`src/rtl/fxp_pkg.sv`:
```
// Shared sign-magnitude fixed-point definitions for the training datapath.
package fxp_pkg;

    localparam int FXP_Q = 15;
    localparam int FXP_N = 32;

    typedef logic [FXP_N-1:0] sm_word_t;

    localparam sm_word_t MAX_POS = 32'h7FFF_FFFF;
    localparam sm_word_t MAX_NEG = 32'hFFFF_FFFF;

    typedef enum logic [1:0] {
        IDLE  = 2'd0,
        ACCUM = 2'd1,
        SCALE = 2'd2,
        DONE  = 2'd3
    } bp_state_t;

endpackage

```
`src/rtl/sm_sat_mac.sv`:
```
// Combinational sign-magnitude saturating multiply-accumulate: result = sat_add(addend, sat_mul(a, b)).
module sm_sat_mac
    import fxp_pkg::*;
#(
    parameter int Q = FXP_Q,
    parameter int N = FXP_N
) (
    input  logic [N-1:0] a,
    input  logic [N-1:0] b,
    input  logic [N-1:0] addend,
    output logic [N-1:0] result,
    output logic         ovf
);
    localparam int M = N - 1;

    // Returns {ovf, word}; keeps the full 2M-bit magnitude product before the Q shift.
    function automatic logic [N:0] sat_mul(input logic [N-1:0] x, input logic [N-1:0] y);
        logic [2*M-1:0] full;
        logic [M-1:0]   mag;
        logic           o;
        full = {{M{1'b0}}, x[M-1:0]} * {{M{1'b0}}, y[M-1:0]};
        o    = |full[2*M-1:M+Q];
        mag  = o ? '1 : full[M-1+Q:Q];
        return {o, (x[M] ^ y[M]) & (mag != '0), mag};
    endfunction

    function automatic logic [N:0] sat_add(input logic [N-1:0] x, input logic [N-1:0] y);
        logic [M:0]   sum;
        logic [M-1:0] mag;
        logic         sgn;
        logic         o;
        sum = '0;
        o   = 1'b0;
        if (x[M] == y[M]) begin
            sum = {1'b0, x[M-1:0]} + {1'b0, y[M-1:0]};
            o   = sum[M];
            mag = o ? '1 : sum[M-1:0];
            sgn = x[M];
        end else if (x[M-1:0] >= y[M-1:0]) begin
            mag = x[M-1:0] - y[M-1:0];
            sgn = x[M];
        end else begin
            mag = y[M-1:0] - x[M-1:0];
            sgn = y[M];
        end
        return {o, sgn & (mag != '0), mag};
    endfunction

    logic [N:0] mul_r;
    logic [N:0] add_r;

    always_comb begin
        mul_r  = sat_mul(a, b);
        add_r  = sat_add(addend, mul_r[N-1:0]);
        result = add_r[N-1:0];
        ovf    = mul_r[N] | add_r[N];
    end

endmodule

```
`src/rtl/backprop_delta_accum.sv`:
```
// Backward-pass transpose dot product accumulator, one (weight, delta) term per cycle.
// Optional derivative scaling of the final sum is enabled with `define BP_DERIV_EN.
module backprop_delta_accum
    import fxp_pkg::*;
#(
    parameter int Q     = FXP_Q,
    parameter int N     = FXP_N,
    parameter int LEN_W = 10
) (
    input  logic             clk,
    input  logic             rst,
    input  logic             start,
    input  logic [LEN_W-1:0] len,
    input  logic             in_valid,
    output logic             in_ready,
    input  logic [N-1:0]     weight,
    input  logic [N-1:0]     delta,
    input  logic [N-1:0]     deriv,
    output logic             out_valid,
    input  logic             out_ready,
    output logic [N-1:0]     delta_in,
    output logic             ovf,
    output logic             busy
);
    bp_state_t        state_q, state_d;
    logic [N-1:0]     acc_q, acc_d;
    logic             ovf_q, ovf_d;
    logic [LEN_W-1:0] len_q, len_d;
    logic [LEN_W-1:0] count_q, count_d;

    logic [N-1:0] mac_a, mac_b, mac_addend, mac_res;
    logic         mac_ovf;
    logic         accept;
    logic         last_term;

    assign in_ready  = (state_q == ACCUM);
    assign out_valid = (state_q == DONE);
    assign busy      = (state_q != IDLE);
    assign delta_in  = acc_q;
    assign ovf       = ovf_q;
    assign accept    = in_ready && in_valid;
    assign last_term = ((count_q + 1'b1) == len_q);

    // The single MAC doubles as the derivative scaler in SCALE by zeroing the addend.
    always_comb begin
        if (state_q == SCALE) begin
            mac_a      = acc_q;
            mac_b      = deriv;
            mac_addend = '0;
        end else begin
            mac_a      = weight;
            mac_b      = delta;
            mac_addend = acc_q;
        end
    end

    sm_sat_mac #(.Q(Q), .N(N)) u_mac (
        .a      (mac_a),
        .b      (mac_b),
        .addend (mac_addend),
        .result (mac_res),
        .ovf    (mac_ovf)
    );

    always_comb begin
        state_d = state_q;
        acc_d   = acc_q;
        ovf_d   = ovf_q;
        len_d   = len_q;
        count_d = count_q;
        case (state_q)
            IDLE: begin
                if (start) begin
                    len_d   = len;
                    acc_d   = '0;
                    ovf_d   = 1'b0;
                    count_d = '0;
                    state_d = (len == '0) ? DONE : ACCUM;
                end
            end
            ACCUM: begin
                if (accept) begin
                    acc_d   = mac_res;
                    ovf_d   = ovf_q | mac_ovf;
                    count_d = count_q + 1'b1;
                    if (last_term) begin
`ifdef BP_DERIV_EN
                        state_d = SCALE;
`else
                        state_d = DONE;
`endif
                    end
                end
            end
`ifdef BP_DERIV_EN
            SCALE: begin
                acc_d   = mac_res;
                ovf_d   = ovf_q | mac_ovf;
                state_d = DONE;
            end
`endif
            DONE: begin
                if (out_ready) begin
                    state_d = IDLE;
                end
            end
            default: state_d = IDLE;
        endcase
    end

    always_ff @(posedge clk) begin
        if (rst) begin
            state_q <= IDLE;
            acc_q   <= '0;
            ovf_q   <= 1'b0;
            len_q   <= '0;
            count_q <= '0;
        end else begin
            state_q <= state_d;
            acc_q   <= acc_d;
            ovf_q   <= ovf_d;
            len_q   <= len_d;
            count_q <= count_d;
        end
    end

endmodule

```
`config.mk`:
```
export PLATFORM = sky130hd
export DESIGN_NAME = backprop_delta_accum
export DESIGN_NICKNAME = d
export VERILOG_FILES = /design/src/rtl/fxp_pkg.sv /design/src/rtl/sm_sat_mac.sv /design/src/rtl/backprop_delta_accum.sv
export SDC_FILE = /design/constraint.sdc
export NUM_CORES = 2
export LEC_CHECK = 0
export BUFFER_PORTS_ARGS = -buffer_cell sky130_fd_sc_hd__buf_2
export CORE_ASPECT_RATIO = 1.1
export CORE_MARGIN = 2
export CORE_UTILIZATION = 65
export CTS_CLUSTER_DIAMETER = 80
export DETAILED_ROUTE_END_ITERATION = 10
export GPL_ROUTABILITY_DRIVEN = 0
export PLACE_DENSITY = 0.84
export SLEW_MARGIN = 10
export SYNTH_ARGS = -nofsm -noshare
export SYNTH_HDL_FRONTEND = slang
export SYNTH_SLANG_ARGS = --single-unit
```
`constraint.sdc`:
```
create_clock -name clk -period 20.7 [get_ports clk]
set_input_delay 1.035 -clock clk [delete_from_list [all_inputs] [get_ports clk]]
set_output_delay 1.035 -clock clk [all_outputs]
set_load 0.05 [all_outputs]
```
==> impl_results.md <==
- DRT met1 WL: approximately 46000 um
- Area share of xor/xnor cells in the synthesized design: under 10%
- Reg2reg end: delta_in[31]
- Post-synthesis cell area: 40560 um2
- Number of input and output port buffers inserted: 146
- CP max stage cell: sky130_fd_sc_hd__mux2i_4
- Total buffers and inverters traversed by the critical path: 7
- Worst path required time: 20920 ps
- Remaining routing DRC violations: 0
- DRC violation total after the first TritonRoute iteration: 5129
- Beginning of the critical path: state_q[0]
- Total of fill cells in the finished design: just under 5k
- Buffer count from post-CTS setup fixing: 0
- Depth of the critical timing path with buffers and inverters included: 45
- Clock skew after layout: approximately 14 ps
- Effective utilization at floorplan: 65.32%
- Clock buffer count from CTS: 5
- Dpl ws: around 4800 ps
- # setup viols final: 0
- Total area of multi-input combinational cells: 35380 um2
- Worst r2r path cells: 45
- Clock period minus final worst setup slack: 16300 ps
- Final hold vios: 0
- Count of pins over their slew limit: 0
- Share of the synthesized area in compound gates (AO/OA/AOI/OAI): 11.16%
- Vias in the first global route: 38.52k
- Die ar.: 64420 um2
- Sink count of the clock tree: 55
- Total wire length: approximately 140000 um
- Reg area: between 1000 and 1500 um2
- Clock-pin slew on the worst setup and hold paths: 80 ps
- Number of buffers inserted for hold repair after clock tree synthesis: 0
- Outcome: completed
- End point of the critical path: delta_in[31]
- Distinct cells, synth: between 80 and 90
- CORE AREA: 62100 um2
- Crit Path Max Fanout: 52
- Top-area cell type share of the netlist area: 41.41%
- Number of routed nets with antenna violations: 0
- Clock latency of the later-clocked register in the worst-skew pair: about 320 ps
- Warning count from the yosys run: 0
- Post-synthesis async set-or-reset flop share: 0%
- Crit end category: flop
- Final nets: 6267
- Met3 wire length: 20500 um
- Instance count of the mapped netlist: between 5k and 6k
- Post-synth net total: 6304
- Average cell area after synthesis: 8.098 um2
- Max Fclk: slightly above 60 MHz
- Delay of the slowest cell on the worst path: about 1100 ps
- Post-synth EDFFs: 0
- Count leader, synth: sky130_fd_sc_hd__inv_1
- Total length of routed met2 wires: 59370 um
- Layout cell share with drive strength beyond 1: under 10%
- Portion of the post-synthesis area used by sequential elements: 2.715%
- Slew @ Worst Pin: about 1300 ps
- Largest cells by area after synthesis: sky130_fd_sc_hd__fa_1 (41%), sky130_fd_sc_hd__ha_1 (11%), sky130_fd_sc_hd__inv_1 (8.3%)
- Number of vias in the routed layout: 38.03k
- Pin count of the biggest net entering global routing: 75
- DP Wirelength: 110000 um
- All-Layer GR Usage: approximately 43%
- Final worst-path cycle share: approximately four fifths
- Leading post-synthesis cells by instance count: sky130_fd_sc_hd__inv_1 (895), sky130_fd_sc_hd__fa_1 (839), sky130_fd_sc_hd__nor2_1 (751)
- Area leader, netlist: sky130_fd_sc_hd__fa_1
- Fin Setup TNS: 0 ps
- Longest Clk Path Bufs: 2
- Category of the most critical setup path: reg2reg
- Slew HR: ~14%
- Critical Path Source Type: flop
- Rows: 96
- TritonCTS clock tree: built
- Routed length per placed instance: 23.80 um
- Total grt overflow: 0
- Total of flip-flops plus latches after synthesis: 55
- 1st-pass router iterations: 7
- Number of ports placed on the die boundary: 147
- Floorplan die width: 242.2 um
- MaxCap Viol Count: 0
- Post-Synth Adder-Cell Area: 52.05%
- Final std cell area, no fill: 42300 um2
- Global-route wire length before repair: between 200000 and 250000 um
- Fraction of the mapped netlist area in simple logic gates: 18.40%
- Setup repair after global routing missed its margin: false
- Startpoint of the most critical register-to-register path: state_q[0]
- Setup slack of the most critical reg-to-reg path: 4400 ps
- Arrival time at the worst endpoint: roughly 17000 ps
- Post-synth top flop: sky130_fd_sc_hd__dfxtp_1
- Hold depth: 2
- Number of vias per cell after detailed routing: 6.542
- Cell at the root of the clock tree: sky130_fd_sc_hd__clkbuf_16
- Layout area overhead: 4.278%
- Hold Path Class: reg2reg
- Dominant combinational cell family by area after synthesis: adder cells
- Dominant cell type by count on the critical path: sky130_fd_sc_hd__fa_1
- Highest routed layer: met5
- Die Y: ~270 um
- Multiplexer share of the synthesized area: 3.776%
- Largest delay share family, worst path: compound AO/OA/AOI/OAI gates
- Deepest level of the CTS H-tree: 2
- Least setup slack across all paths after layout: ~4400 ps
- Number of cells upsized or downsized after cts: 0
- Total placed instance area: 42130 um2
- Antenna violations before repair: 11
[worst min-delay path by stage]
| stage | start | endpoint | slack (ps) |
|---|---|---|---|
| finish | len_q[8] | len_q[8] | 470 |
| CTS | len_q[4] | len_q[4] | 470 |
| detailed placement | len_q[4] | len_q[4] | 460 |
| global route | len_q[8] | len_q[8] | 490 |
| floorplan | len_q[0] | len_q[0] | 450 |
| global placement | len_q[3] | len_q[3] | 460 |
[worst reg2reg max path, delay by kind of cell (launching register included)]
family	cells	cell delay, ps
mux	2	1480
compound gates	19	5830
fa+ha+maj	10	4820
buf+inv	7	1730
simple gates	7	1890
flops	1	450
[cell families (layout without fill, tap and decap cells)]
group,count (synthesis),count (layout)
muxes,143,143
other,0,7
xor gates and xnor gates,53,53
adders and majority gates,1184,1184
AOI/OAI and AO/OA,695,695
and+or+nand+nor,1726,1726
DFF,55,55
buffers and inverters,1153,1117
[state kept, by name, indices dropped and copies added (netlist names)]
signal    cells
delta_in     32
count_q      10
len_q        10
state_q       2
ovf           1
[final cells by class]
class,instances,share of cell area (%)
multi-input combinational,3801,83.64
inverter,897,7.960
timing repair buffer,212,2.929
sequential,55,2.603
tap,833,2.464
clock buffer,5,0.2958
clock inverter,3,0.06804
antenna,7,0.04141
[per-stage QoR]
stage	hold WS (ps)	utilization [%]	cells
floorplan	447.8	-	5009
detailed placement	461.2	67.84	5798
global route	489.1	68.10	5809
finish	472.4	68.11	5813
CTS	473.6	68.08	5806
global placement	458.9	67.84	5798
[cells in the final DEF (no fill, tap or decap), types with 37 or more instances in the layout]
cell type,Yosys,final
sky130_fd_sc_hd__mux2_2,66,66
sky130_fd_sc_hd__dfxtp_1,55,55
sky130_fd_sc_hd__nand2_1,560,560
sky130_fd_sc_hd__a211oi_1,37,37
sky130_fd_sc_hd__nor2_1,751,750
sky130_fd_sc_hd__a21o_1,42,42
sky130_fd_sc_hd__and2_1,57,56
sky130_fd_sc_hd__nand2b_1,56,55
sky130_fd_sc_hd__a21oi_1,218,218
sky130_fd_sc_hd__buf_2,6,146
sky130_fd_sc_hd__nor3_1,60,60
sky130_fd_sc_hd__buf_4,3,65
sky130_fd_sc_hd__inv_1,895,895
sky130_fd_sc_hd__fa_1,839,839
sky130_fd_sc_hd__nand3_1,47,47
sky130_fd_sc_hd__ha_1,345,345
sky130_fd_sc_hd__o21ai_0,122,122
sky130_fd_sc_hd__nand4_1,45,45
[per-layer routing]
metal / track usage [%] / vias to the layer above
met5: 0 / -
met4: 30.68 / 12
met3: 12.97 / 951
met2: 65.95 / 3262
met1: 52.65 / 18110
li1: - / 15690
Power is left out: the tool's default activity adds up to more than one toggle a clock period on the data nets, which glitch-free logic cannot reach.
